<file path="src/rtl/clap_command_sequencer_if.sv">
// Clap sequencer bundle: enable/clap/ready into the sequencer; command, toggle flags and status out.
// master = sequencer side, slave = environment side.
interface clap_command_sequencer_if #(
  parameter int MAX_CLAPS = 3
);
  localparam int CW = $clog2(MAX_CLAPS + 1);

  logic                 enable_i;
  logic                 clap_i;
  logic                 cmd_valid_o;
  logic [CW-1:0]        cmd_o;
  logic                 cmd_ready_i;
  logic [MAX_CLAPS-1:0] toggle_o;
  logic                 drop_o;
  logic                 busy_o;

  modport master (
    input  enable_i, clap_i, cmd_ready_i,
    output cmd_valid_o, cmd_o, toggle_o, drop_o, busy_o
  );

  modport slave (
    output enable_i, clap_i, cmd_ready_i,
    input  cmd_valid_o, cmd_o, toggle_o, drop_o, busy_o
  );
endinterface

</file>
<file path="src/rtl/clap_command_sequencer.sv">
// Groups synchronized clap edges into 1..MAX_CLAPS bursts and issues one count command per burst.
// Command valid GAP_MAX cycles after the last clap (next edge on reaching MAX_CLAPS); held until ready; all outputs registered.
module clap_command_sequencer #(
  parameter int GAP_MIN   = 2_000_000,
  parameter int GAP_MAX   = 50_000_000,
  parameter int MAX_CLAPS = 3,
  parameter int LOCKOUT   = 30_000_000
) (
  input  logic                     clk_i,
  input  logic                     rst_ni,
  clap_command_sequencer_if.master bus
);
  localparam int CW = $clog2(MAX_CLAPS + 1);
  localparam int TW = $clog2(GAP_MAX + 1);
  localparam int LW = (LOCKOUT > 0) ? $clog2(LOCKOUT + 1) : 1;

  localparam logic [TW-1:0]        GAP_MIN_T = TW'(GAP_MIN);
  localparam logic [TW-1:0]        GAP_LAST  = TW'(GAP_MAX - 1);
  localparam logic [TW-1:0]        TIMER_SAT = TW'(GAP_MAX);
  localparam logic [LW-1:0]        LOCK_LAST = LW'((LOCKOUT > 0) ? LOCKOUT - 1 : 0);
  localparam logic [CW-1:0]        CNT_MAX   = CW'(MAX_CLAPS);
  localparam logic [MAX_CLAPS-1:0] TOG_ONE   = MAX_CLAPS'(1);

  typedef enum logic [1:0] {IDLE, COUNT, HOLD, LOCK} state_t;

  state_t               state;
  logic                 s1, s2, s3;
  logic [TW-1:0]        timer;
  logic [LW-1:0]        lock_cnt;
  logic [CW-1:0]        cnt;
  logic                 cmd_valid_q;
  logic [CW-1:0]        cmd_q;
  logic [MAX_CLAPS-1:0] toggle_q;
  logic                 drop_q;
  logic                 busy_q;

  logic                 evt;
  logic [CW-1:0]        cnt_inc;

  // s1/s2 resolve metastability; s3 only provides the previous sample for edge detection
  assign evt     = s2 & ~s3;
  assign cnt_inc = cnt + CW'(1);

  always_ff @(posedge clk_i or negedge rst_ni) begin
    if (!rst_ni) begin
      state       <= IDLE;
      s1          <= 1'b0;
      s2          <= 1'b0;
      s3          <= 1'b0;
      timer       <= '0;
      lock_cnt    <= '0;
      cnt         <= '0;
      cmd_valid_q <= 1'b0;
      cmd_q       <= '0;
      toggle_q    <= '0;
      drop_q      <= 1'b0;
      busy_q      <= 1'b0;
    end else begin
      s1     <= bus.clap_i;
      s2     <= s1;
      s3     <= s2;
      drop_q <= 1'b0;

      case (state)
        IDLE: begin
          if (evt && bus.enable_i) begin
            cnt    <= CW'(1);
            timer  <= '0;
            busy_q <= 1'b1;
            if (MAX_CLAPS == 1) begin
              state       <= HOLD;
              cmd_valid_q <= 1'b1;
              cmd_q       <= CW'(1);
            end else begin
              state <= COUNT;
            end
          end
        end

        COUNT: begin
          if (!bus.enable_i) begin
            state  <= IDLE;
            cnt    <= '0;
            timer  <= '0;
            busy_q <= 1'b0;
          end else if (evt && (timer >= GAP_MIN_T)) begin
            // an accepted clap on the timeout edge still extends the burst
            cnt   <= cnt_inc;
            timer <= '0;
            if (cnt_inc == CNT_MAX) begin
              state       <= HOLD;
              cmd_valid_q <= 1'b1;
              cmd_q       <= cnt_inc;
            end
          end else if (timer == GAP_LAST) begin
            state       <= HOLD;
            cmd_valid_q <= 1'b1;
            cmd_q       <= cnt;
          end else if (timer != TIMER_SAT) begin
            timer <= timer + TW'(1);
          end
        end

        HOLD: begin
          if (evt) begin
            drop_q <= 1'b1;
          end
          if (bus.cmd_ready_i) begin
            toggle_q    <= toggle_q ^ (TOG_ONE << (cnt - CW'(1)));
            cmd_valid_q <= 1'b0;
            cmd_q       <= '0;
            cnt         <= '0;
            lock_cnt    <= '0;
            if (LOCKOUT == 0) begin
              state  <= IDLE;
              busy_q <= 1'b0;
            end else begin
              state <= LOCK;
            end
          end
        end

        LOCK: begin
          if (evt) begin
            drop_q <= 1'b1;
          end
          if (lock_cnt == LOCK_LAST) begin
            state  <= IDLE;
            busy_q <= 1'b0;
          end else begin
            lock_cnt <= lock_cnt + LW'(1);
          end
        end

        default: begin
          state <= IDLE;
        end
      endcase
    end
  end

  assign bus.cmd_valid_o = cmd_valid_q;
  assign bus.cmd_o       = cmd_q;
  assign bus.toggle_o    = toggle_q;
  assign bus.drop_o      = drop_q;
  assign bus.busy_o      = busy_q;
endmodule

</file>
<file path="src/flat_wrapper.sv">
// flat-port wrapper written by rule: the top's interface ports become plain ports
module clap_command_sequencer_flat 
#(
  parameter int GAP_MIN   = 2_000_000,
  parameter int GAP_MAX   = 50_000_000,
  parameter int MAX_CLAPS = 3,
  parameter int LOCKOUT   = 30_000_000
)
  (clk_i, rst_ni, bus_enable_i, bus_clap_i, bus_cmd_ready_i, bus_cmd_valid_o, bus_cmd_o, bus_toggle_o, bus_drop_o, bus_busy_o);
  clap_command_sequencer_if #(.MAX_CLAPS(MAX_CLAPS)) bus_i ();
  input  logic clk_i;
  input  logic rst_ni;
  input wire logic [$bits(bus_i.enable_i)-1:0] bus_enable_i;
  input wire logic [$bits(bus_i.clap_i)-1:0] bus_clap_i;
  input wire logic [$bits(bus_i.cmd_ready_i)-1:0] bus_cmd_ready_i;
  output wire logic [$bits(bus_i.cmd_valid_o)-1:0] bus_cmd_valid_o;
  output wire logic [$bits(bus_i.cmd_o)-1:0] bus_cmd_o;
  output wire logic [$bits(bus_i.toggle_o)-1:0] bus_toggle_o;
  output wire logic [$bits(bus_i.drop_o)-1:0] bus_drop_o;
  output wire logic [$bits(bus_i.busy_o)-1:0] bus_busy_o;
  assign bus_i.enable_i = bus_enable_i;
  assign bus_i.clap_i = bus_clap_i;
  assign bus_i.cmd_ready_i = bus_cmd_ready_i;
  assign bus_cmd_valid_o = bus_i.cmd_valid_o;
  assign bus_cmd_o = bus_i.cmd_o;
  assign bus_toggle_o = bus_i.toggle_o;
  assign bus_drop_o = bus_i.drop_o;
  assign bus_busy_o = bus_i.busy_o;
  clap_command_sequencer #(.GAP_MIN(GAP_MIN), .GAP_MAX(GAP_MAX), .MAX_CLAPS(MAX_CLAPS), .LOCKOUT(LOCKOUT)) u_core (.clk_i(clk_i), .rst_ni(rst_ni), .bus(bus_i));
endmodule
</file>
<file path="config.mk">
export PLATFORM = sky130hd
export DESIGN_NAME = clap_command_sequencer_flat
export DESIGN_NICKNAME = d
export VERILOG_FILES = /design/src/rtl/clap_command_sequencer_if.sv /design/src/rtl/clap_command_sequencer.sv /design/src/flat_wrapper.sv
export SDC_FILE = /design/constraint.sdc
export NUM_CORES = 1
export LEC_CHECK = 0
export CAP_MARGIN = 10
export CORE_UTILIZATION = 45
export DETAILED_ROUTE_END_ITERATION = 8
export PLACE_DENSITY = 0.71
export SETUP_SLACK_MARGIN = 0.4
export SLEW_MARGIN = 20
export SYNTH_ARGS = -nofsm -noshare
export SYNTH_HDL_FRONTEND = slang
export SYNTH_SLANG_ARGS = --single-unit
</file>
<file path="constraint.sdc">
create_clock -name clk_i -period 3.75 [get_ports clk_i]
set_input_delay 0.5625 -clock clk_i [delete_from_list [all_inputs] [get_ports clk_i]]
set_output_delay 0.5625 -clock clk_i [all_outputs]
set_load 0.05 [all_outputs]
</file>
==> flow_summary.json <==
{
  "placement.cell_area_sq_um": 3890,
  "p_per_area_nw_per_um2": 330,
  "finalCoreUtilization_pct": 52.5,
  "fin_crit_ns": 2.74,
  "clk_pin_slew_ns": 0.08,
  "slowest_delay_ns": 0.62,
  "htreeDepth": 3,
  "globalplace.congestion": 0.957,
  "drt-pass1-iter-count": 4,
  "synth-edff-count": 0,
  "die_height_microns": 92.4,
  "synth_top_area_share_pct": 44.9,
  "slowest_stage": "a221o_1",
  "final_area_sq_um": 4100,
  "syn_nets": 402,
  "core_area_sq_um": 7810,
  "via_count": 2865,
  "syn_to_final_growth_pct": 11.4,
  "hold_viol": 0,
  "drc": 0,
  "portBuffers": 12,
  "peakVddDrop_mv": 0.175,
  "routed_via_density": 5.64,
  "finalWirelength_microns": 7320,
  "fin_crit_sh_pct": 73.0,
  "arrival_ns": 2.98,
  "layout-drive-gt1-share_pct": 7.14,
  "r2r-end": "u_core.timer[15]$_DFFE_PN0P_",
  "ys_ff_latch": 66,
  "status": "complete, no violations",
  "drv_slew": 0,
  "tightest_slew_ns": 0.829,
  "crit_type": "reg -> reg",
  "r2r_cells": 6,
  "cts_resized": 0,
  "holdBufCountCts": 0,
  "post-place-ws_ns": 1.03,
  "endpoint_kind": "flip-flop",
  "fin_worst_skew_ns": 0.0152,
  "die-area_sq_um": 8540,
  "postCtsSetupBuffers": 0,
  "grt_pass1_wl_microns": 12700,
  "crit_family": "compound AO/OA/AOI/OAI gates",
  "crit_end": "u_core.timer[15]$_DFFE_PN0P_",
  "ys_seq_area_share_pct": 44.9,
  "rrSetupSlack_ns": 1.01,
  "initial_core_util_pct": 47.1,
  "ys_top_cells_by_area": "dfrtp_1 (45%), xor2_1 (6.2%), nor2_1 (5.9%), xnor2_1 (4.3%), ha_1 (3.7%)",
  "synthFlopType": "dfrtp_1",
  "grt_pass1_vias": 2748,
  "ctsRootBufferMaster": "clkbuf_8",
  "cp-start-kind": "flip-flop",
  "setup_viol": 0,
  "gr-total-overflow": 0,
  "crit_buf_inv": 0,
  "clkLatencyLatePin_ns": 0.35,
  "wire_per_inst_microns": 14.4,
  "ios": 13,
  "antenna_left": 0,
  "clock_path_buffers": 2,
  "num_rows": 32,
  "setup_slack_ns": 1.01,
  "cts_tree": "built",
  "drt_iter0_drc": 87,
  "finalPower_mw": 1.35,
  "slew_headroom_pct": 44.7,
  "final.setup.tns_ns": 0,
  "synthArstFlopShare_pct": 100,
  "grt_use_total_pct": 18.9,
  "nFillCells": 684,
  "min_path_type": "in -> async",
  "netlist_instances": 386,
  "leakage_nw": 1.79,
  "worstReg2RegStart": "u_core.timer[14]$_DFFE_PN0P_",
  "cts_made_buffers": 9,
  "fp.dieW_microns": 92.4,
  "cts_sinks": 66,
  "crit_path_max_fanout": 17,
  "worstPathCellList": "or4_4 -> a2111oi_4 -> o2bb2ai_4 -> a221o_1 -> nor2_1 -> mux2_2",
  "fmax_ghz": 0.365,
  "cap_viol_max_count": 0,
  "yosys_warnings": 0,
  "antenna_cells": 0,
  "antenna_found_initial": 0,
  "synth_area_sq_um": 3680,
  "crit_cells": 6,
  "grt_max_degree": 38,
  "rsz0062_at_grt": "no",
  "finalNetCount": 417,
  "synth_cell_type_count": 53,
  "required_ns": 3.99,
  "yosysTopAreaCell": "dfrtp_1",
  "hpwl_microns": 5060,
  "worstSetupStartpoint": "u_core.timer[14]$_DFFE_PN0P_",
  "avgSynthCellArea_sq_um": 9.53
}
## registers in the layout (all words and copies together) (netlist names), named ones only
register	count
u_core.lock_cnt	25
u_core.timer	26
u_core.bus.drop_o	1
u_core.bus.toggle_o	3
u_core.cnt	2
u_core.bus.cmd_o	2
u_core.state	1
u_core.bus.busy_o	1
u_core.s3	1
u_core.s2	1
u_core.bus.cmd_valid_o	1
u_core.s1	1
## through the flow
step / hold WS, ns / instances
2_1_floorplan: 0.267 / 386
3_3_place_gp: 0.342 / 492
3_5_place_dp: 0.349 / 492
4_1_cts: 0.313 / 508
5_1_grt: 0.342 / 508
6_report: 0.295 / 508
## cells by family (layout without fill, tap and decap cells)
logic type / count (synthesis) / in the layout / synth area share (%)
AO/OA/AOI/OAI: 40 / 40 / 8.95
multiplexers: 6 / 6 / 1.70
AND/OR/NAND/NOR: 194 / 194 / 27.5
adder cells (fa/ha/maj): 11 / 11 / 3.74
XOR/XNOR: 44 / 44 / 10.5
flip-flops: 66 / 66 / 44.9
buffers and inverters: 25 / 45 / 2.76
## layout make-up
cell class                      count  area (sq um)  area share, %
Multi-Input combinational cell    295          1920           47.0
Sequential cell                    66          1650           40.3
Clock buffer                       10           138           3.36
Timing Repair Buffer               15           138           3.36
Tap cell                          102           128           3.12
Clock inverter                      6          65.1           1.59
Inverter                           14          52.6           1.28
## cells in the final DEF (no fill, tap or decap), types with 7 or more instances in the layout
| cell | Yosys | final |
|---|---|---|
| clkbuf_8 | 0 | 10 |
| nor4_1 | 12 | 12 |
| nor3_1 | 7 | 7 |
| nand3_1 | 22 | 22 |
| xor2_1 | 26 | 26 |
| ha_1 | 11 | 11 |
| nand2_1 | 28 | 28 |
| nor2_1 | 58 | 58 |
| xnor2_1 | 18 | 18 |
| a21oi_1 | 7 | 7 |
| clkdlybuf4s50_1 | 0 | 11 |
| nand4_1 | 18 | 18 |
| and3_1 | 12 | 12 |
| inv_1 | 14 | 14 |
| dfrtp_1 | 66 | 66 |
## worst min path at each step
stage,start,to,slack (ns),cells after the start
global placement,u_core.s1$_DFF_PN0_,u_core.s2$_DFF_PN0_,0.34,0
CTS,rst_ni,u_core.bus.toggle_o[2]$_DFFE_PN0P_,0.31,1
global route,rst_ni,u_core.bus.toggle_o[2]$_DFFE_PN0P_,0.34,1
detailed placement,u_core.s1$_DFF_PN0_,u_core.s2$_DFF_PN0_,0.35,0
floorplan,rst_ni,async pin,0.27,0
finish,rst_ni,u_core.bus.toggle_o[2]$_DFFE_PN0P_,0.29,1
## cell usage after synthesis (3+ instances only)
library cell  number
a21oi_1            7
and2_1             3
and3_1            12
and4_1             5
buf_2              3
clkbuf_1           7
dfrtp_1           66
ha_1              11
inv_1             14
mux2i_1            4
nand2_1           28
nand3_1           22
nand3b_1           4
nand4_1           18
nor2_1            58
nor2b_1            4
nor3_1             7
nor3b_1            3
nor4_1            12
o21a_1             3
o21ai_0            5
o22ai_1            3
or2_2              3
or3_1              4
xnor2_1           18
xor2_1            26
## report_power, final
part | leakage [nW] | total (mW) | switching (mW) | internal [mW]
clock | 0.103 | 0.613 | 0.287 | 0.326
combinational | 0.832 | 0.0255 | 0.0195 | 0.00601
sequential | 0.859 | 0.715 | 0.00118 | 0.713
## per-layer routing
layer / global-route usage [%] / share of wire (%) / up-vias
met1: 25.5 / 50 / 1402
li1: - / - / 1406
met3: 3.78 / 3.7 / 11
met2: 28.7 / 45 / 46
met4: 9.77 / 1.8 / 0
met5: 0 / 0 / -
Note: power is estimated with default switching activity, not from simulation.
